$ cat src/rtl/gshare_pc_sel_unit.sv
`default_nettype none
// ============================================================================
// Module      : gshare_pc_sel_unit
// Description : Next-PC select generator for IF. Holds a gshare direction
//               predictor (BHR xor PC indexing 2-bit counters) and a
//               direct-mapped tagged BTB. Resolved branches from EX train
//               both tables and override the fetch prediction on mispredict.
// Revision    : 1.0 - initial release
// ============================================================================
module gshare_pc_sel_unit #(
  parameter int IDX_W = 5,
  parameter int XLEN  = 32
) (
  input  logic             clk,
  input  logic             reset,
  input  logic [XLEN-1:0]  if_pc,
  output logic [1:0]       pc_sel,
  output logic [XLEN-1:0]  pred_target,
  output logic             if_pred_taken,
  output logic [IDX_W-1:0] if_pht_idx,
  input  logic             ex_valid,
  input  logic [XLEN-1:0]  ex_pc,
  input  logic             ex_taken,
  input  logic [XLEN-1:0]  ex_target,
  input  logic             ex_pred_taken,
  input  logic [XLEN-1:0]  ex_pred_target,
  input  logic [IDX_W-1:0] ex_pht_idx,
  output logic             flush
);

  localparam int          c_ENTRIES = 1 << IDX_W;
  localparam int          c_TAG_W   = XLEN - IDX_W - 2;
  localparam logic [1:0]  c_SEL_SEQ = 2'b00;
  localparam logic [1:0]  c_SEL_PRD = 2'b01;
  localparam logic [1:0]  c_SEL_TKN = 2'b10;
  localparam logic [1:0]  c_SEL_NTK = 2'b11;

  // Predictor state
  logic [IDX_W-1:0]   r_bhr;
  logic [1:0]         r_pht       [c_ENTRIES];
  logic [c_ENTRIES-1:0] r_btb_valid;
  logic [c_TAG_W-1:0] r_btb_tag   [c_ENTRIES];
  logic [XLEN-1:0]    r_btb_tgt   [c_ENTRIES];

  // Lookup / resolution wires
  logic [IDX_W-1:0]   w_btb_i;
  logic [IDX_W-1:0]   w_idx;
  logic               w_hit;
  logic               w_mis;
  logic [IDX_W-1:0]   w_ex_btb_i;
  logic               w_unused;

  // PC bits [1:0] never participate in indexing or tagging
  assign w_unused = ^{if_pc[1:0], ex_pc[1:0]};

  // Fetch-side lookup against pre-edge table contents
  always_comb begin
    w_btb_i       = if_pc[IDX_W+1:2];
    w_idx         = w_btb_i ^ r_bhr;
    w_hit         = r_btb_valid[w_btb_i] &&
                    (r_btb_tag[w_btb_i] == if_pc[XLEN-1:IDX_W+2]);
    if_pht_idx    = w_idx;
    if_pred_taken = w_hit && r_pht[w_idx][1];
    pred_target   = r_btb_tgt[w_btb_i];
  end

  // Mispredict detection and next-PC select; recovery outranks prediction
  always_comb begin
    w_mis  = ex_valid && ((ex_taken != ex_pred_taken) ||
                          (ex_taken && (ex_target != ex_pred_target)));
    pc_sel = c_SEL_SEQ;
    if (w_mis && ex_taken)       pc_sel = c_SEL_TKN;
    else if (w_mis)              pc_sel = c_SEL_NTK;
    else if (if_pred_taken)      pc_sel = c_SEL_PRD;
    flush  = w_mis;
  end

  assign w_ex_btb_i = ex_pc[IDX_W+1:2];

  // Global history: shift in resolved direction, EX only
  always_ff @(posedge clk or posedge reset) begin
    if (reset)         r_bhr <= '0;
    else if (ex_valid) r_bhr <= {r_bhr[IDX_W-2:0], ex_taken};
  end

  // Saturating 2-bit counters, reset to weakly not-taken
  always_ff @(posedge clk or posedge reset) begin
    if (reset) begin
      for (int i = 0; i < c_ENTRIES; i++) r_pht[i] <= 2'b01;
    end else if (ex_valid) begin
      if (ex_taken) begin
        if (r_pht[ex_pht_idx] != 2'b11) r_pht[ex_pht_idx] <= r_pht[ex_pht_idx] + 2'b01;
      end else begin
        if (r_pht[ex_pht_idx] != 2'b00) r_pht[ex_pht_idx] <= r_pht[ex_pht_idx] - 2'b01;
      end
    end
  end

  // BTB valid bits are the only BTB state that needs clearing
  always_ff @(posedge clk or posedge reset) begin
    if (reset)                     r_btb_valid <= '0;
    else if (ex_valid && ex_taken) r_btb_valid[w_ex_btb_i] <= 1'b1;
  end

  // BTB tag/target payload, written only by taken resolutions
  always_ff @(posedge clk) begin
    if (ex_valid && ex_taken) begin
      r_btb_tag[w_ex_btb_i] <= ex_pc[XLEN-1:IDX_W+2];
      r_btb_tgt[w_ex_btb_i] <= ex_target;
    end
  end

endmodule
`default_nettype wire
$ cat config.mk
export PLATFORM = sky130hd
export DESIGN_NAME = gshare_pc_sel_unit
export DESIGN_NICKNAME = d
export VERILOG_FILES = /design/src/rtl/gshare_pc_sel_unit.sv
export SDC_FILE = /design/constraint.sdc
export NUM_CORES = 2
export LEC_CHECK = 0
export CORE_ASPECT_RATIO = 1.5
export CORE_UTILIZATION = 59
export DETAILED_ROUTE_END_ITERATION = 7
export GPL_TIMING_DRIVEN = 0
export PLACE_DENSITY_LB_ADDON = 0.2
export SETUP_SLACK_MARGIN = 0.5
export SYNTH_ARGS = -nofsm -noshare
export SYNTH_HDL_FRONTEND = slang
export SYNTH_SLANG_ARGS = --single-unit
$ cat constraint.sdc
create_clock -name clk -period 12.43 [get_ports clk]
set_input_delay 2.486 -clock clk [delete_from_list [all_inputs] [get_ports clk]]
set_output_delay 2.486 -clock clk [all_outputs]
set_load 0.01 [all_outputs]
==> flow_summary.json <==
{
  "routedWlPerCell_um": 36.8,
  "synth_area_leader_cell": "edfxtp_1",
  "irDropWorstVdd_mv": 0.164,
  "synthToLayoutAreaGrowth_pct": 15.3,
  "final_cell_count_no_fill": 5688,
  "grt_pass1_vias": 38807,
  "synth.distinct_cells": 61,
  "avgViaCountPerCell": 6.91,
  "drtIter0Drc": 5957,
  "synth-seq-cells": 1925,
  "seq_area_frac_synth_pct": 76.4,
  "yosys_warnings": 0,
  "synth_edf_count": 1824,
  "hpwlAfterDp_um": 134000,
  "cp-start-kind": "input pin",
  "maxCapViolations": 1,
  "power_density_nw_per_um2": 156,
  "ctsHoldBuffers": 0,
  "grt_pass1_wl_um": 291000,
  "synthTopCellsByArea": "edfxtp_1 (73%), mux4_2 (15%), dfrtp_1 (2.3%)",
  "die-area_um2": 129000,
  "post_cts_buffers": 0,
  "crit_fanout": 10,
  "synthFlopType": "edfxtp_1",
  "leakagePower_nw": 27.8,
  "fillCellCount": 7665,
  "die-width_um": 293,
  "crit_path_end_kind": "primary output",
  "root_buffer": "clkbuf_16",
  "final_max_slew_viol_count": 11,
  "worst_ep_arrival_time_ns": 8.26,
  "dp_slack_ns": 2.01,
  "core_area_um2": 126000,
  "slew_headroom_pct": -6.29,
  "tightest_slew_ns": 1.59,
  "nets": 3996,
  "syn_inst": 3415,
  "rsz0062_at_grt": "no",
  "clk_latency_ns": 0.81,
  "timing.final.crit_share_pct": 86.4,
  "avgSynthCellArea_um2": 22.0,
  "pin_count": 179,
  "num_rows": 159,
  "place.gp.congestion": 0.864,
  "synth_area_um2": 75000,
  "cts_buffer_depth": 3,
  "max_freq_mhz": 93.1,
  "ctsResizeCount": 0,
  "synth_top_area_share_pct": 73.0,
  "die_h_um": 439,
  "fin_crit_ns": 10.74,
  "grt_max_degree": 70,
  "setup_ws_ns": 1.69,
  "numCtsBuffers": 169,
  "setup-violations-final": 0,
  "cts_tree": "yes",
  "drive_gt1_share_pct": 26.7,
  "initial_core_util_pct": 59.7,
  "async_reset_ff_share_pct": 5.25,
  "finalWirelength_um": 209000,
  "htreeDepth": 4,
  "drc": 0,
  "violations": "capacitance limit, slew limit",
  "path_class": "in2out",
  "firstDrtPassIters": 6,
  "antenna_found_initial": 10,
  "dp_cells": 5375,
  "synth_nets": 3555,
  "skew_ns": 0.0159,
  "cts_sinks": 1925,
  "ant_nets": 0,
  "path_clk_slew_ns": 0.07,
  "status": "finished with violations",
  "hold_viol": 0,
  "hold_class": "reg2reg",
  "io_buffer_count": 170,
  "grt_usage_pct": 33.1,
  "grt-ovfl-total": 0,
  "via_count": 39320,
  "fin_tns_setup_ns": 0,
  "finalCoreUtilization_pct": 68.8,
  "required_ns": 9.94
}
flip-flops by register name (all words and copies together), names as in the netlist, named ones only:
signal	count
r_btb_valid	32
r_btb_tgt	1024
r_pht	32
r_bhr	5
r_btb_tag	800
Yosys cell counts (4+ instances only):
library cell,n
a21oi_1,33
a221oi_1,21
a22o_1,4
a22oi_1,47
a31oi_1,10
and2_1,5
and3_1,6
buf_1,14
buf_2,57
buf_4,10
buf_6,14
clkbuf_1,77
dfrtp_1,69
dfstp_2,32
edfxtp_1,1824
inv_1,7
mux2_2,41
mux2i_1,119
mux4_2,510
nand2_1,147
nand2b_1,10
nand3_1,19
nand3b_1,5
nand4_1,14
nor2_1,111
nor2b_1,13
nor3_1,7
nor4_1,7
o2111ai_1,5
o21ai_0,26
o22ai_1,6
or2_2,34
or3_1,6
xnor2_1,19
xor2_1,42
layout by cell type (no fill, tap or decap), types with 33 or more instances in the layout:
| master | n |
|---|---|
| xor2_1 | 42 |
| clkinv_1 | 47 |
| clkbuf_1 | 117 |
| mux2i_1 | 119 |
| or2_2 | 34 |
| buf_2 | 57 |
| dfrtp_1 | 69 |
| clkdlybuf4s50_1 | 170 |
| clkbuf_16 | 177 |
| nor2_1 | 78 |
| a21oi_1 | 33 |
| edfxtp_1 | 1824 |
| mux2_2 | 41 |
| nand2_1 | 147 |
| a22oi_1 | 47 |
| buf_12 | 81 |
| mux4_2 | 510 |
metal layers:
metal / GRT usage [%] / part of all wire [%] / vias up
li1: - / - / 15149
met2: 52.5 / 48 / 3018
met4: 12.8 / 4.3 / 14
met3: 7.17 / 12 / 506
met5: 0 / 0.038 / -
met1: 45.7 / 36 / 20633
through the flow:
stage	cell area (µm²)	power [mW]	hold slack, ns
floorplan	75000	8.04	0.433
global placement	78800	8.48	0.446
detailed placement	81200	8.52	0.448
CTS	86500	13.5	0.468
global route	86500	13.8	0.471
finish	86500	13.5	0.467
final cells by class:
cell class              count  area, µm²  share of cell area (%)
clock buffers             220       4590                    5.31
plain buffers             172        863                   0.998
diodes                      2       5.00                 0.00578
multi-input cells        1308      17000                    19.7
clock inverters            91        673                   0.778
repair buffers            270       3850                    4.45
well taps                1690       2110                    2.44
flip-flops and latches   1925      57300                    66.3
inverters                  10       40.0                  0.0463
worst max-delay path, cell delays in order:
cell and delay, ns:
clkdlybuf4s50_1 0.58, buf_2 0.38, buf_2 0.39, buf_2 0.48, clkbuf_1 1.10, mux2i_1 0.22, a22oi_1 0.19, nand2_1 0.15
xnor2_1 0.18, nor2_1 0.36, nand4_1 0.16, nor4_2 0.79, o22a_1 0.21, clkdlybuf4s50_1 0.52
power by group:
group	leakage [nW]	switching [mW]	internal (mW)	total [mW]
registers	17.6	0.0789	7.27	7.34
logic	7.63	0.602	0.451	1.05
clock network	2.55	2.31	2.77	5.09
path summary, 6_finish.rpt:
kind | cells after the start | start | slack [ns] | to
max | 14 | if_pc[6] | 1.69 | pc_sel[0]
min | 1 | r_btb_valid[7] | 0.47 | r_btb_valid[7]
max reg2reg | 11 | flip-flop | 8.50 | r_pht[55]
min reg2reg | 1 | r_btb_valid[7] | 0.47 | r_btb_valid[7]
max in group asynchronous | 3 | reset | 9.64 | async pin
min in group asynchronous | 2 | reset | 2.05 | r_btb_valid[23]
cells by family after synthesis:
kind of cell | count (synthesis) | share of synthesized area, %
flip-flops | 1925 | 76.4
multiplexers | 670 | 17.5
AND/OR/NAND/NOR | 402 | 2.51
buffers and inverters | 182 | 1.20
AO/OA/AOI/OAI | 172 | 1.58
XOR/XNOR | 62 | 0.734
adder cells (fa/ha/maj) | 2 | 0.0333
No activity file was read; power rests on OpenSTA's default activity.
